$ cat config.mk
export PLATFORM = sky130hd
export DESIGN_NAME = exc_arbiter
export DESIGN_NICKNAME = d
export VERILOG_FILES = /design/src/rtl/exc_arbiter.sv
export SDC_FILE = /design/constraint.sdc
export NUM_CORES = 1
export LEC_CHECK = 0
export BUFFER_PORTS_ARGS = -buffer_cell sky130_fd_sc_hd__clkbuf_2
export CAP_MARGIN = 5
export CORE_AREA = 2 2 87 89
export CTS_BUF_LIST = sky130_fd_sc_hd__clkbuf_4
export CTS_CLUSTER_DIAMETER = 150
export DETAILED_ROUTE_END_ITERATION = 8
export DIE_AREA = 0 0 89 91
export HOLD_SLACK_MARGIN = 0.12
export MAX_ROUTING_LAYER = met4
export PLACE_DENSITY = 0.73
export SLEW_MARGIN = 20
export SYNTH_ARGS = -nofsm -noshare
export SYNTH_HDL_FRONTEND = slang
export SYNTH_SLANG_ARGS = --single-unit
$ cat constraint.sdc
create_clock -name cpu_clk_75M -period 4.3 [get_ports cpu_clk_75M]
set_input_delay 1.075 -clock cpu_clk_75M [delete_from_list [all_inputs] [get_ports cpu_clk_75M]]
set_output_delay 1.075 -clock cpu_clk_75M [all_outputs]
set_load 0.02 [all_outputs]
$ cat src/rtl/exc_arbiter.sv
// MEM-stage exception prioritiser feeding CP0: picks one exception per cycle and
// suppresses reporting for a short window after an exception/ERET while the pipe flushes.
module exc_arbiter #(
  parameter int         FLUSH_CYCLES = 2,
  parameter logic [4:0] EC_NONE      = 5'h10,
  parameter logic [4:0] EC_ERET      = 5'h11
) (
  input  logic        cpu_clk_75M,
  input  logic        cpu_rst,
  input  logic        mem_valid_i,
  input  logic [31:0] mem_pc_i,
  input  logic        mem_in_delay_i,
  input  logic [5:0]  mem_exc_flags_i,
  input  logic        mem_addr_err_i,
  input  logic        mem_is_store_i,
  input  logic [31:0] mem_addr_i,
  input  logic [31:0] status_i,
  input  logic [31:0] cause_i,
  input  logic        int_time_i,
  input  logic [5:0]  ext_int_i,
  output logic [5:0]  int_o,
  output logic [4:0]  exc_code_o,
  output logic [31:0] exc_epc_o,
  output logic [31:0] exc_badvaddr_o,
  output logic        in_delay_o,
  output logic        holdoff_o
);

  localparam logic [0:0] ST_RUN  = 1'b0;
  localparam logic [0:0] ST_HOLD = 1'b1;

  localparam int CW = (FLUSH_CYCLES > 1) ? $clog2(FLUSH_CYCLES) : 1;
  localparam logic [CW-1:0] CNT_LOAD = (FLUSH_CYCLES > 0) ? CW'(FLUSH_CYCLES - 1) : CW'(0);

  logic [5:0]    sync1_q, sync2_q, int_q;
  logic [0:0]    state_q, state_d;
  logic [CW-1:0] cnt_q, cnt_d;
  logic          active;
  logic          int_pend;

  // Only the IM/IP, IE and EXL fields are consulted.
  logic unused_bits;
  assign unused_bits = ^{status_i[31:16], status_i[7:2], cause_i[31:16], cause_i[7:0]};

  always_ff @(posedge cpu_clk_75M or posedge cpu_rst) begin
    if (cpu_rst) begin
      sync1_q <= '0;
      sync2_q <= '0;
      int_q   <= '0;
      state_q <= ST_RUN;
      cnt_q   <= '0;
    end else begin
      sync1_q <= ext_int_i;
      sync2_q <= sync1_q;
      int_q   <= {sync2_q[5] | int_time_i, sync2_q[4:0]};
      state_q <= state_d;
      cnt_q   <= cnt_d;
    end
  end

  assign int_o     = int_q;
  assign holdoff_o = (state_q == ST_HOLD);

  // Reset gates the outputs so CP0 never sees a stray code while rst is held.
  assign active   = (state_q == ST_RUN) & mem_valid_i & ~cpu_rst;
  assign int_pend = (|(cause_i[15:8] & status_i[15:8])) & status_i[0] & ~status_i[1];

  always_comb begin
    exc_code_o     = EC_NONE;
    exc_badvaddr_o = '0;
    if (active) begin
      if (int_pend)                exc_code_o = 5'h00;
      else if (mem_exc_flags_i[0]) begin
        exc_code_o     = 5'h04;
        exc_badvaddr_o = mem_pc_i;
      end
      else if (mem_exc_flags_i[1]) exc_code_o = 5'h0a;
      else if (mem_exc_flags_i[2]) exc_code_o = 5'h08;
      else if (mem_exc_flags_i[3]) exc_code_o = 5'h09;
      else if (mem_exc_flags_i[4]) exc_code_o = 5'h0c;
      else if (mem_addr_err_i) begin
        exc_code_o     = mem_is_store_i ? 5'h05 : 5'h04;
        exc_badvaddr_o = mem_addr_i;
      end
      else if (mem_exc_flags_i[5]) exc_code_o = EC_ERET;
    end
  end

  assign exc_epc_o  = !active ? 32'd0 : (mem_in_delay_i ? mem_pc_i - 32'd4 : mem_pc_i);
  assign in_delay_o = (exc_code_o != EC_NONE) & mem_in_delay_i;

  always_comb begin
    state_d = state_q;
    cnt_d   = cnt_q;
    case (state_q)
      ST_RUN: begin
        if ((exc_code_o != EC_NONE) && (FLUSH_CYCLES > 0)) begin
          state_d = ST_HOLD;
          cnt_d   = CNT_LOAD;
        end
      end
      default: begin
        if (cnt_q == '0) state_d = ST_RUN;
        else             cnt_d   = cnt_q - 1'b1;
      end
    endcase
  end

endmodule

---- Word level (Yosys, flattened, before mapping) ----
Index checks and enable logic that the tools add are counted.
storage, ports and cells
  flip-flop bits (word level) ............. 20
  output and inout bits ................... 77
  bits of input ports ..................... 147
  word-level logic and storage cells ...... 46
cells by class
  equal/unequal tests ..................... 1
  reductions and logical operators ........ 2
  bitwise operators ....................... 10
  add/sub/neg operators ................... 2
  multiplexer cells ....................... 26
operator list
  cell                     number
  $mux W32                 10
  $mux W5                  8
  $sub A32 B3 Y32 const B  1
  $and A8 B8 Y8            1
  $mux W1                  8
  $reduce_or A8 Y1         1
  $and A1 B1 Y1            5
  $ne A5 B5 Y1 const B     1
  $not A1 Y1               3
  $reduce_bool A2 Y1       1
  $or A1 B1 Y1             1
  $sub A1 B1 Y1 const B    1

---- Depth between registers and ports, before layout ----
  word-level depth ........................ 12
  mapped depth ............................ 7
  gate-level depth less buffers ........... 7

---- Worst setup path after synthesis ----
OpenSTA, ideal clock, no wires.
  path kind ............................... input -> output
  from .................................... input port mem_pc_i[9]
  to ...................................... output port exc_epc_o[23]
  arrival time ............................ 2.876 ns
  path buffers ............................ 1
  cell stages on the path ................. 5
  setup slack ............................. 0.349 ns
  required time ........................... 3.225 ns
  path through ............................ or3_1 > or4_4 > buf_6 > or3_1 > a21oi_1
on the way
  word-level cells in the longest chain between the ends .. 3
RTL lines
  element                 RTL line  text
  start, declared         11        input logic [31:0] mem_pc_i,
  $sub A32 B3 Y32         89        assign exc_epc_o = !active ? 32'd0 : (mem_in_delay_i ? mem_pc_i - 32'd4 : mem_pc_i);
  $mux W32 (2 in series)  89
  end, declared           23        output logic [31:0] exc_epc_o,
No other way between the ends.

---- Final worst setup path ----
  from .................................... input port mem_pc_i[13]
  to ...................................... output port exc_epc_o[23]
Same word-level chain as after synthesis.

==> out/metrics.cfg <==
[sta]
layout_min_cycle_time_ns = 4.13
timing.slew.headroom_pct = 52.6
tightest_slew_ns = 0.710
finalSetupTns_ns = 0
fin_worst_skew_ns = 0.00102
max_clock_freq_ghz = 0.242
setup_repair_after_global_routing_missed_its_margin = no
postLayoutSetupSlackWorst_ns = 0.174
timing.final.hold_violations = 0
finalSetupViolCount = 0
report.final.slew_viol_count = 0
finalCritPeriodShare_pct = 95.9

[grt]
grt.overflow.total = 0
first_pass_grt_wire_length_microns = 11000
grt_use_total_pct = 17.0
first_global_vias = 2305
grt_use_met2_pct = 31.2
grt_util_met1_pct = 20.4
largest_net_degree_at_the_start_of_global_routing = 22
global_route.peak_usage_layer = met2
global_route.usage.met3_pct = 0.727
number_of_antenna_violations_at_the_first_check_in_global_routing = 0

[setup_path]
startpoint_to_endpoint_class_of_the_critical_path = in -> out
worst_ep_required_time_ns = 3.22
critical_path.max_fanout = 8
cp-start-kind = input pin
cp-end-kind = output pin
cp_data_arrival_time_ns = 3.05

[place]
routabilityCongestion = 0.810
post-dp-hpwl_microns = 5860
placedCellCount = 514
buffer_ports.inserted = 177
place_area_sq_um = 2870
dpl_worst_slack_ns = 0.253

[final_layout]
regArea_sq_um = 500
layout.filler_cells = 772
cell_count_final_fillers_out = 518
area.growth.synth_to_final_pct = 57.6
finish.instance_area_sq_um = 2920
multi_input_logic_area_sq_um = 1280
antenna-diode-count = 0
util_after_layout_pct = 41.0
nNetsFinal = 568
layout_cells_sized_above_1_pct = 48.4

[cts]
cts_root_buffer = clkbuf_4
tritoncts_num_sinks = 20
post-cts-setup-buffer-count = 0
clkLatencyLatePin_ns = 0.30
cts-htree-levels = 1
clockBufferDepth = 2
cts_buffers = 3
postCtsHoldBufs = 0
tritoncts_clock_tree = built
ctsResizeCount = 0
path_clk_slew_ns = 0.11

[logic_synthesis]
post_synthesis_sequential_area_ratio_pct = 27.0
warnings_synthesis = 0
synth-seq-cells = 20
yosysUniqueCellTypes = 39
post_synth_main_area_contributors = dfrtp_1, nor2_1, a22oi_1
syn_nets = 392
synth.top_cells.by_count = nor2_1, a22oi_1, xnor2_1, dfrtp_1, clkbuf_1
synth_flop_cell = dfrtp_1
syn-mean-instance-area_sq_um = 7.60
syn-instance-count = 244
syn_area_sq_um = 1850
number_of_enable_flip_flop_cells_after_synthesis = 0
async_reset_ff_share_pct = 100
yosysTopAreaCell = dfrtp_1
netlist.area_leader.share_pct = 27.0
cell_with_the_most_instances_after_synthesis = nor2_1

[routing]
via_count = 2478
routed_wire_length_per_instance_microns = 13.5
post-route-drc-count = 0
drt_pre_antenna_iters = 4
routed_wl_microns = 7010
number_of_drc_markers_after_the_initial_detailed_route_iteration = 74
post_drt_via_cell_ratio = 4.78
antenna_violating_nets_post_route = 0

[die]
boundaryPins = 224
dieWidth_microns = 89
floorplan.die.height_microns = 91
row_count = 31
core_sq_um = 7140
initial_core_utilization_pct = 26.0
die-area_sq_um = 8100

[power]
power_frac_comb_pct = 40.0
cellLeakagePower_nw = 1.41
intPower_mw = 0.394
net-switching-power_mw = 0.209
power_density_nw_per_um2 = 206
switching_share_pct = 34.7
max-vdd-ir-drop_mv = 0.133
power.clock.fraction_pct = 25.5
seq_power_share_pct = 34.6

[run_status]
result_of_the_run = complete, no violations

[run]
cap_violations = 0

[min_path]
hold_path.class = reg -> reg

[logic make-up (layout without fill, tap and decap cells)]
logic type	after synthesis	in the layout	share of synthesized area, %
muxes	1	1	0.540
and+or+nand+nor	129	129	35.8
buffers and inverters	18	193	4.05
DFF	20	20	27.0
AOI/OAI and AO/OA	49	49	19.6
adders and majority gates	1	1	0.675
xor gates and xnor gates	26	26	12.3
[cell type report]
cell class                      instances  area share [%]
Multi-Input combinational cell        206            44.0
Timing Repair Buffer                  185            32.4
Sequential cell                        20            17.1
Tap cell                               99            4.24
Clock inverter                          1            1.03
Clock buffer                            3           0.771
Inverter                                4           0.514
[flip-flops by register name, indices dropped and copies added, names as in the netlist]
register	count
int_o	6
sync1_q	6
holdoff_o	1
cnt_q	1
sync2_q	6
[cells in the final DEF (no fill, tap or decap), types with 2 or more instances in the layout]
cell type,instances
nand2_1,12
clkbuf_4,3
nor4_1,5
or2_2,3
and3_1,2
nor2_1,71
inv_1,4
nor4_2,5
nor3_1,9
dfrtp_1,20
and2_1,2
xnor2_1,21
xor2_1,5
nor3b_1,2
or4_4,2
or4_1,3
buf_4,8
a22oi_1,34
or3_1,5
clkbuf_2,177
nor4b_2,3
a21oi_1,4
[worst paths after layout]
kind,from,endpoint,slack [ns],depth (start not counted)
max,mem_pc_i[13],exc_epc_o[23],0.17,6
min,sync2_q[4]$_DFF_PP0_,int_o[4]$_DFF_PP0_,0.36,0
max reg2reg,holdoff_o$_DFF_PP0_,cnt_q$_DFFE_PP0P_,2.57,4
min reg2reg,sync2_q[4]$_DFF_PP0_,int_o[4]$_DFF_PP0_,0.36,0
max in group asynchronous,cpu_rst,sync1_q[2]$_DFF_PP0_,3.00,2
min in group asynchronous,cpu_rst,int_o[5]$_DFF_PP0_,0.86,2
[power groups by stage]
stage / clock, mW / combinational, mW / sequential [mW]
3_3_place_gp: 0 / 0.237 / 0.211
6_report: 0.153 / 0.241 / 0.208
2_1_floorplan: 0 / 0.122 / 0.217
5_1_grt: 0.163 / 0.264 / 0.210
3_5_place_dp: 0 / 0.242 / 0.212
4_1_cts: 0.155 / 0.243 / 0.209
[critical path: stages]
cell and delay [ns]:
clkbuf_2 0.11, nor4_1 0.56, nand4_1 0.51, or3_1 0.46
a21oi_1 0.14, clkbuf_2 0.18
[through the flow]
| step | hold slack [ns] | power [mW] |
|---|---|---|
| 2_1_floorplan | 0.331 | 0.338 |
| 3_3_place_gp | 0.331 | 0.449 |
| 3_5_place_dp | 0.335 | 0.455 |
| 4_1_cts | 0.360 | 0.607 |
| 5_1_grt | 0.367 | 0.638 |
| 6_report | 0.360 | 0.603 |
[metal layers]
metal | share of wire (%) | wire length [microns] | vias to the layer above
li1 | - | - | 1227
met1 | 42 | 2910 | 1138
met2 | 52 | 3620 | 108
met3 | 6.1 | 429 | 5
met4 | 0.71 | 50 | 0
met5 | 0 | 0 | -
(Power assumes the default switching activity.)
